## src/rtl/iob_wishbone2iob.sv

```systemverilog
// Wishbone classic slave to IOb native master bridge.
// One transfer in flight; a missing IOb response ends in wb_err_o.
module iob_wishbone2iob #(
    parameter int ADDR_W  = 32,
    parameter int DATA_W  = 32,
    parameter int TIMEOUT = 255
) (
    input  logic                clk_i,
    input  logic                arst_n_i,
    input  logic                wb_rst_i,
    input  logic [ADDR_W-1:0]   wb_adr_i,
    input  logic [DATA_W-1:0]   wb_dat_i,
    input  logic [DATA_W/8-1:0] wb_sel_i,
    input  logic                wb_we_i,
    input  logic                wb_cyc_i,
    input  logic                wb_stb_i,
    output logic [DATA_W-1:0]   wb_dat_o,
    output logic                wb_ack_o,
    output logic                wb_err_o,
    output logic                valid_o,
    output logic [ADDR_W-1:0]   address_o,
    output logic [DATA_W-1:0]   wdata_o,
    output logic [DATA_W/8-1:0] wstrb_o,
    input  logic [DATA_W-1:0]   rdata_i,
    input  logic                ready_i
);
    localparam int CNT_W = (TIMEOUT < 1) ? 1 : $clog2(TIMEOUT + 1);
    localparam logic [CNT_W-1:0] TMO     = CNT_W'(TIMEOUT);
    localparam logic [CNT_W-1:0] CNT_MAX = {CNT_W{1'b1}};

    typedef enum logic [2:0] {IDLE, REQ, WAIT, ACK, ERR} state_t;

    state_t           state;
    logic             we;
    logic             abort;
    logic [CNT_W-1:0] cnt;
    logic             quit;
    logic             tmo_hit;

    // cnt holds the index of the current cycle, 1 being the valid_o cycle
    assign quit    = abort | ~wb_cyc_i;
    assign tmo_hit = (TIMEOUT != 0) && (cnt == TMO);

    always_ff @(posedge clk_i or negedge arst_n_i) begin
        if (!arst_n_i) begin
            state     <= IDLE;
            we        <= 1'b0;
            abort     <= 1'b0;
            cnt       <= '0;
            wb_dat_o  <= '0;
            wb_ack_o  <= 1'b0;
            wb_err_o  <= 1'b0;
            valid_o   <= 1'b0;
            address_o <= '0;
            wdata_o   <= '0;
            wstrb_o   <= '0;
        end else if (wb_rst_i) begin
            state     <= IDLE;
            we        <= 1'b0;
            abort     <= 1'b0;
            cnt       <= '0;
            wb_dat_o  <= '0;
            wb_ack_o  <= 1'b0;
            wb_err_o  <= 1'b0;
            valid_o   <= 1'b0;
            address_o <= '0;
            wdata_o   <= '0;
            wstrb_o   <= '0;
        end else begin
            valid_o  <= 1'b0;
            wb_ack_o <= 1'b0;
            wb_err_o <= 1'b0;
            unique case (state)
                IDLE: begin
                    if (wb_cyc_i && wb_stb_i) begin
                        address_o <= wb_adr_i;
                        wdata_o   <= wb_dat_i;
                        wstrb_o   <= wb_we_i ? wb_sel_i : '0;
                        we        <= wb_we_i;
                        abort     <= 1'b0;
                        cnt       <= CNT_W'(1);
                        valid_o   <= 1'b1;
                        state     <= REQ;
                    end
                end
                REQ, WAIT: begin
                    if (!wb_cyc_i) abort <= 1'b1;
                    if (ready_i) begin
                        if (!we && !quit) wb_dat_o <= rdata_i;
                        wb_ack_o <= ~quit;
                        state    <= ACK;
                    end else if (tmo_hit) begin
                        wb_err_o <= ~quit;
                        state    <= ERR;
                    end else begin
                        if (cnt != CNT_MAX) cnt <= cnt + 1'b1;
                        state <= WAIT;
                    end
                end
                ACK, ERR: state <= IDLE;
                default:  state <= IDLE;
            endcase
        end
    end
endmodule

```

## config.mk

```make
export PLATFORM = sky130hd
export DESIGN_NAME = iob_wishbone2iob
export DESIGN_NICKNAME = d
export VERILOG_FILES = /design/src/rtl/iob_wishbone2iob.sv
export SDC_FILE = /design/constraint.sdc
export NUM_CORES = 1
export LEC_CHECK = 0
export CAP_MARGIN = 20
export CORE_MARGIN = 2
export CORE_UTILIZATION = 36
export CTS_CLUSTER_DIAMETER = 200
export CTS_CLUSTER_SIZE = 25
export DETAILED_ROUTE_END_ITERATION = 6
export GPL_ROUTABILITY_DRIVEN = 0
export PLACE_DENSITY = 0.76
export SYNTH_ARGS = -nofsm -noshare
export SYNTH_HDL_FRONTEND = slang
export SYNTH_SLANG_ARGS = --single-unit
```

## constraint.sdc

```tcl
create_clock -name clk_i -period 1.55 [get_ports clk_i]
set_input_delay 0.31 -clock clk_i [delete_from_list [all_inputs] [get_ports clk_i]]
set_output_delay 0.31 -clock clk_i [all_outputs]
set_load 0.01 [all_outputs]
```

### Word-level counts from Yosys, hierarchy flattened

Cells that the tools add are included.

* bitwise operators: 3
* shifts and indexed selects: 0
* reduce and logical (&&, ||, !) cells: 16
* magnitude comparators: 0
* add/sub/neg operators: 1
* $mul: 0
* eq/ne operators: 9
* multiplexer cells: 42
* div/mod/pow operators: 0

Operator list (number)
* 2-to-1 mux 32 bit: 10
* 2-to-1 mux 8 bit: 5
* 2-to-1 mux 1 bit: 16
* 2-to-1 mux 4 bit: 4
* one-hot mux 8 bit (2 select lines): 1
* != test 3 bit, second input constant: 5
* 2-to-1 mux 3 bit: 4
* nonzero test 2 bit: 5
* adder 8 x 1 -> 8 bit, second input constant: 1
* equality test 8 bit, second input constant: 1
* != test 8 bit, second input constant: 1
* one-hot mux 3 bit (2 select lines): 1
* AND reduction 3 bit: 2
* AND reduction 5 bit: 1
* equality test 3 x 1 -> 1 bit, second input constant: 1
* equality test 3 x 2 -> 1 bit, second input constant: 1
* logical NOT 3 bit: 1
* nonzero test 3 bit: 1
* logical AND 1 bit: 2
* logical NOT 1 bit: 2
* inverter 1 bit: 2
* one-hot mux 1 bit (2 select lines): 1
* AND reduction 2 bit: 1
* OR reduction 2 bit: 1
* OR 1 bit: 1

* ROM bits: 0
* memories kept: 0
* memory bits (writable): 0
* output and inout bits: 103
* latch bits: 0
* word-level logic and storage cells: 82
* bits in registers: 116

### Depth between registers and ports, before layout

Gate-level depths: netlist (run 1).

* word-level depth: 8
* depth in mapped cells: 6
* gate-level depth less buffers: 5

### Least setup slack after synthesis (run 1)

Ideal clock, no wire load.

* kind: flip-flop to flip-flop
* from: register cnt[0]
* to: register cnt[0]
* period minus slack after synthesis: 1662 ps
* setup time: 125 ps
* path slack: -112 ps
* arrival time: 1537 ps
* stages on the path, launching flop included: 5
* cells stage by stage: dfrtp_1 -> ha_1 -> and4_1 -> o31ai_4 -> mux2_2

* word-level cells in the longest chain between the ends: 6

RTL lines
* from (decl): line 36 `logic [CNT_W-1:0] cnt;`
* from (signal assigned): line 96 `if (cnt != CNT_MAX) cnt <= cnt + 1'b1;`
* adder 8 x 1 -> 8 bit: line 96
* 2-to-1 mux 8 bit: line 96
* 2-to-1 mux 8 bit: line 92 `end else if (tmo_hit) begin`
* 2-to-1 mux 8 bit: line 88 `if (ready_i) begin`
* one-hot mux 8 bit (2 select lines): line 73 `unique case (state)`
* 2-to-1 mux 8 bit: line 57 `end else if (wb_rst_i) begin`

Several ways; a longest one is shown, not always the timed one. The select of a mux whose other input is x is not followed.
A chain may end at the register's enable or synchronous reset.

### Worst setup path after layout (run 1)

* from: register state[1]
* to: register cnt[7]

* word-level cells in the longest chain between the ends: 4

RTL lines
* from (decl): line 33 `state_t state;`
* from (signal assigned): line 46 `state <= IDLE;`
* from (signal assigned): line 58 `state <= IDLE;`
* from (signal assigned): line 83 `state <= REQ;`
* equality test 3 x 1 -> 1 bit / equality test 3 x 2 -> 1 bit (equally long branches): line 73
* OR reduction 2 bit: line 73
* != test 3 bit (no source line) (tied with other cells)
* AND reduction 5 bit (no source line) / 2-to-1 mux 8 bit (equally long branches)

Several ways; a longest one is shown, not always the timed one.

==> results of run 1 <==
[per-stage QoR]
step	util, %	instance area [µm²]	std cells	power, mW
after floorplan	-	4300	299	3.59
final	65.7	7560	701	8.10
after global routing	65.7	7560	701	8.41
after global placement	59.0	6790	658	4.29
after CTS	64.1	7390	695	8.11
after detailed placement	59.0	6790	658	4.32
[final timing paths]
check	start	end	slack [ps]	cells after the start
worst min register to register	address_o[6]	address_o[6]	490	1
worst max-delay path	state[1]	cnt[7]	-150	5
worst max register to register	state[1]	cnt[7]	-150	5
min in group clk_i	address_o[6]	address_o[6]	490	1
worst min-delay path	arst_n_i	wdata_o[5]	370	2
max in group asynchronous	arst_n_i	address_o[15]	640	3
[cells in the final DEF, fill, tap and decap left out, types with 5 or more instances in the layout]
master / count
clkdlybuf4s50_1: 104
clkbuf_16: 18
buf_12: 7
a22o_1: 97
a31oi_1: 5
and3_1: 6
buf_6: 10
dlymetal6s2s_1: 12
dlygate4sd2_1: 92
buf_4: 20
dfrtp_1: 114
[cell families after synthesis]
kind of cell             count (synthesis)  synth area share, %
AO/OA/AOI/OAI                          124                 24.7
flip-flops                             116                 67.8
AND/OR/NAND/NOR                         28                 3.86
buffers and inverters                   27                 2.69
multiplexers                             2                0.496
XOR/XNOR                                 1                0.204
adder cells (fa/ha/maj)                  1                0.292
[cells in the mapped netlist, drive strengths merged, types with 2 or more instances]
cell type    n  area (µm²)
dfrtp      116        2900
a22o        97         850
clkbuf      12        45.0
buf         11        55.1
a31oi        7        50.1
a21oi        6        30.0
and3         6        37.5
nor2         6        22.5
a32o         4        40.0
inv          4        15.0
o21a         3        22.5
and4         2        17.5
nand2        2        7.51
nand2b       2        12.5
nand3        2        10.0
nor3         2        15.0
o21ai        2        10.0
[per-layer routing]
layer  vias to the layer above  track usage (%)
met4                         0             8.37
met3                        25             4.98
met5                         -                0
li1                       1660                -
met2                       148             35.3
met1                      1826             25.7
[repair_timing]
item                       CTS  global route
pin swaps                    9            26
hold buffers                 1             0
gates cloned                 1             3
gates resized for setup    107            28
setup endpoints to repair  215           124
hold endpoints to repair    22             0
setup buffers                3             3
[registers in the layout, indices dropped and copies added (netlist names)]
| name | flops |
|---|---|
| address_o | 32 |
| wb_dat_o | 32 |
| wdata_o | 32 |
| cnt | 8 |
| wstrb_o | 4 |
| state | 3 |
| abort | 1 |
| valid_o | 1 |
| wb_ack_o | 1 |
| wb_err_o | 1 |
| we | 1 |
[power breakdown]
group	switching [mW]	total, mW	internal (mW)
registers	0.0761	3.24	3.16
logic	0.455	1.07	0.618
clock network	1.31	3.79	2.48
[critical path, cell delays in order, from the launching register on]
cell and delay [ps]:
dfrtp_2 460, xnor2_4 160, buf_6 130, or3_4 360
or4_1 400, o211ai_1 100
[layout make-up]
type | count | share of cell area, %
Clock inverter | 9 | 1.36
Inverter | 4 | 0.198
Tap cell | 143 | 2.37
Clock buffer | 23 | 6.32
Multi-Input combinational cell | 157 | 18.6
Sequential cell | 116 | 38.4
Timing Repair Buffer | 249 | 32.7
==> run metrics, run 1 <==
outcome=finished, violations left; failing checks=DRC, setup timing; CTS buffer count=17; total number of vias=roughly 3700; WL/cell=around 19 µm; met3 routed WL=between 800 and 900 µm; drt first pass iters=7; number of DRC markers in iteration 0=approximately 300; Yosys reg bits=116; max-cap violations=0; number of synthesized flops with an enable pin=0; PortBufs=about 210; Slew Limit Fails=0; CTS tree=done; Cell variety after synth=34; final hold slack=374 ps; number of global-route vias before repair=roughly 3900; worst slack at placement=-783 ps; total routed wirelength=roughly 13000 µm; clk_skew=9.81 ps; gr ovfl total=0; Syn. warnings=0; largest net degree at the start of global routing=between 60 and 70; n_diodes=0; clk_lat worst skew=between 400 and 500 ps; clock slew at reported path FFs=50 ps; fin crit share=109%; Starting Density=37.2%; H-tree levels=4; worst slew pin tran=between 400 and 500 ps; wire length of the first global-routing pass=20800 µm; post-DP HPWL=8970 µm; CP Capture Type=register; Fmax=around 0.59 GHz; synthesis-to-finish area growth=76.6%; Die Width=approximately 110 µm; DRT antenna net count=0; final setup vio count=about 110; DR vias/cell=around 5.2; initial antenna violation count=0; # rows=39; post-synthesis sequential area ratio=about two thirds; worst-path fanout max=3; clock tree sinks=116; Die ar.=~13000 µm²; Max Buffers Root-to-Sink=2; Mapped Area=around 4300 µm²; IR Drop Worst-Case VDD=0.509 mV; FF/Latch Area=slightly below 3000 µm²; Post-synth ARST share=100%; Rel. slew slack=72.0%; share of cells above drive strength 1=around 16%; final routed DRC violation total=16; power per standard cell area=~1100 nW/µm²; Metal-1 WL=between 5000 and 6000 µm; Avg Synthesized Cell Area=approximately 14 µm²; setup_tns=-9760 ps; fin nets=653; Mapped Cells=299; I/O Pins=between 200 and 250; worst hold path type=in -> async; Post-Syn Nets=just over 400; top sig layer=met4; routed wire length on met2=roughly 6800 µm; Setup WS post-layout=-146 ps; Hold Fails Final Rpt=0; chip height=around 110 µm; FILL cells=between 800 and 900; Total GRT Usage=roughly a fifth; P_leak=around 4 nW; core footprint=approximately 12000 µm²; CP required=1870 ps; crit path DAT=roughly 2000 ps; Startpoint Class=register; crit path time final=roughly 1700 ps; ys flop type=dfrtp_1; clock root buffer=clkbuf_16; WS Path Type=reg -> reg; area of the multi-input gates=approximately 1400 µm²; unrepaired setup endpoints after global routing=yes
(Power assumes the default switching activity.)
==> inputs of run 2 (changes only) <==
--- a/config.mk
+++ b/config.mk
@@ -6,13 +6,13 @@
 export NUM_CORES = 1
 export LEC_CHECK = 0
 export CAP_MARGIN = 20
+export CORE_ASPECT_RATIO = 1.5
 export CORE_MARGIN = 2
-export CORE_UTILIZATION = 36
+export CORE_UTILIZATION = 30
 export CTS_CLUSTER_DIAMETER = 200
 export CTS_CLUSTER_SIZE = 25
 export DETAILED_ROUTE_END_ITERATION = 6
 export GPL_ROUTABILITY_DRIVEN = 0
-export PLACE_DENSITY = 0.76
 export SYNTH_ARGS = -nofsm -noshare
 export SYNTH_HDL_FRONTEND = slang
 export SYNTH_SLANG_ARGS = --single-unit
==> run 2 against run 1 <==
The flow finishes with violations (setup timing). Clock skew decreased by 3.6 ps. Hold slack improved by 1.7 ps. Flip-flop and latch count unchanged. Die area increased by 19%. Total power decreased by 5.5%.
==> run metrics, run 2 (same netlist as run 1, synthesis figures left out) <==
Setup WS post-layout=-88.0 ps; final total power=between 7 and 8 mW; DRT antenna net count=0; worst slew pin tran=between 300 and 400 ps; setup_tns=-3560 ps; final non-filler cell total=between 700 and 800; WP buf/inv=2; Worst setup startpoint=state[1]; crit path DAT=between 1500 and 2000 ps; clock tree sinks=around 120; WS Path Type=reg -> reg; worst hold path type=in -> async; R2R cell count=6; worst path cell trace=nor3_4 > nand3_2 > nor2_4 > buf_6 > buf_12 > a32o_1; Critical Path Sink=wstrb_o[2]; chip height=between 150 and 200 µm; clock power share=43.7%; largest net degree at the start of global routing=between 50 and 60; Total GRT Usage=17.5%; Pint=between 5 and 6 mW; final setup vio count=66; CTS tree=done; worst flop-to-flop path endpoint=wstrb_o[2]; Final Core Density=between 50% and 60%; CP required=approximately 1900 ps; initial antenna violation count=0; crit path time final=1640 ps; failing checks=setup timing; share of cells above drive strength 1=about a fifth; DR vias/cell=~4.9; wire length of the first global-routing pass=20500 µm; fin nets=between 600 and 700; FILL cells=roughly 1200; Logic pwr share=between 10% and 20%; gr ovfl total=0; sw frac=between 20% and 30%; most frequent cells in the layout=dfrtp_1, dlygate4sd2_1, clkdlybuf4s50_1; Hold Fails Final Rpt=0; CP top delay family=simple AND/OR/NAND/NOR gates; Starting Density=a little under a third; clk_skew=roughly 6.3 ps; Final Cell Area=about 7600 µm²; P_leak=around 3.9 nW; IR Drop Worst-Case VDD=0.493 mV; worst-path fanout max=26; max-cap violations=0; Fmax=around 0.61 GHz; Post-Place Cells=a little over 700; DP Area=just under 7000 µm²; synthesis-to-finish area growth=77.7%; WP depth=6; Slowest Stage Delay on Critical Path=about 450 ps; I/O Pins=210; area of the multi-input gates=roughly 1400 µm²; FF-to-FF setup slack=-90 ps; CTS buffer count=17; P_sw=1.84 mW; outcome=finished, violations left; unrepaired setup endpoints after global routing=yes; PortBufs=209; power per standard cell area=1010 nW/µm²; worst slack at placement=-461 ps; final hold slack=376 ps; drt first pass iters=4; final routed DRC violation total=0; WL/cell=about 18 µm; number of global-route vias before repair=between 3000 and 4000; post-DP HPWL=about 9400 µm; clk_lat worst skew=about 400 ps; total number of vias=roughly 3700; H-tree levels=4; slowest CP cell=dfrtp_2; total routed wirelength=between 10000 and 15000 µm; n_diodes=0; Reg power frac=between 40 and 50%; Max Buffers Root-to-Sink=2; Startpoint Class=register; fin crit share=106%; CP Capture Type=register; Die Width=102 µm; Slew Limit Fails=0; # rows=53; clock slew at reported path FFs=around 50 ps; core footprint=~14000 µm²; biggest registers after layout=address_o: 32 flops, wb_dat_o: 32 flops, wdata_o: 32 flops; Die ar.=15300 µm²; FF/Latch Area=2910 µm²; Reg-to-Reg Start=state[1]; Rel. slew slack=roughly three quarters; clock root buffer=clkbuf_16; most common cell after layout, fill and taps aside=dfrtp_1; number of DRC markers in iteration 0=approximately 150
==> run 2: changes by cell type in the layout (fill, tap and decap cells not counted), moves of 3 or more <==
cell,change
buf_6,-4
dlygate4sd2_1,+11
clkinv_2,+3
buf_4,+13
a31oi_4,+3
a31oi_1,-3
dlymetal6s2s_1,-9
==> run 2: worst register-to-register path: cells and delay by family (launching register included) <==
family | cells | cell delay [ps]
and+or+nand+nor | 3 | 590
buffers and inverters | 2 | 340
DFF | 1 | 450
AOI/OAI and AO/OA | 1 | 200
==> run 2: power groups by stage <==
stage	Combinational (mW)	Clock [mW]	Sequential, mW
after floorplan	0.255	0	3.33
after global placement	1.05	0	3.28
after detailed placement	1.06	0	3.28
after CTS	1.02	3.44	3.23
after global routing	1.15	3.61	3.25
final	1.07	3.34	3.23
==> run 2: final cells by class <==
type	instances	area share, %
sequential	116	38.2
timing repair buffer	259	33.0
multi-input combinational	156	18.8
clock buffer	19	5.82
tap	192	3.16
clock inverter	11	0.855
inverter	4	0.197
==> run 2: how the worst min path moves through the flow <==
stage | startpoint | endpoint | slack [ps] | cells after the start
final | arst_n_i | address_o[5] | 380 | 2
after global routing | arst_n_i | address_o[5] | 390 | 2
after CTS | arst_n_i | address_o[5] | 380 | 2
after detailed placement | arst_n_i | address_o[5] | 250 | 1
after global placement | arst_n_i | address_o[5] | 250 | 1
after floorplan | arst_n_i | abort | 10 | 0
==> run 2: what timing repair did <==
item | CTS | global route
resized for setup | 113 | 27
endpoints found under the setup margin | 214 | 111
hold buffers | 1 | 0
gates cloned | 0 | 3
buffers inserted | 3 | 5
hold endpoints to repair | 23 | 0
pin swaps | 6 | 6
==> run 2: routing by layer <==
layer | vias to the layer above | global-route usage [%] | share of wire [%]
li1 | 1671 | - | -
met1 | 1860 | 20.0 | 38
met2 | 136 | 30.8 | 55
met3 | 21 | 4.64 | 5.5
met4 | 0 | 6.55 | 2.1
met5 | - | 0 | 0
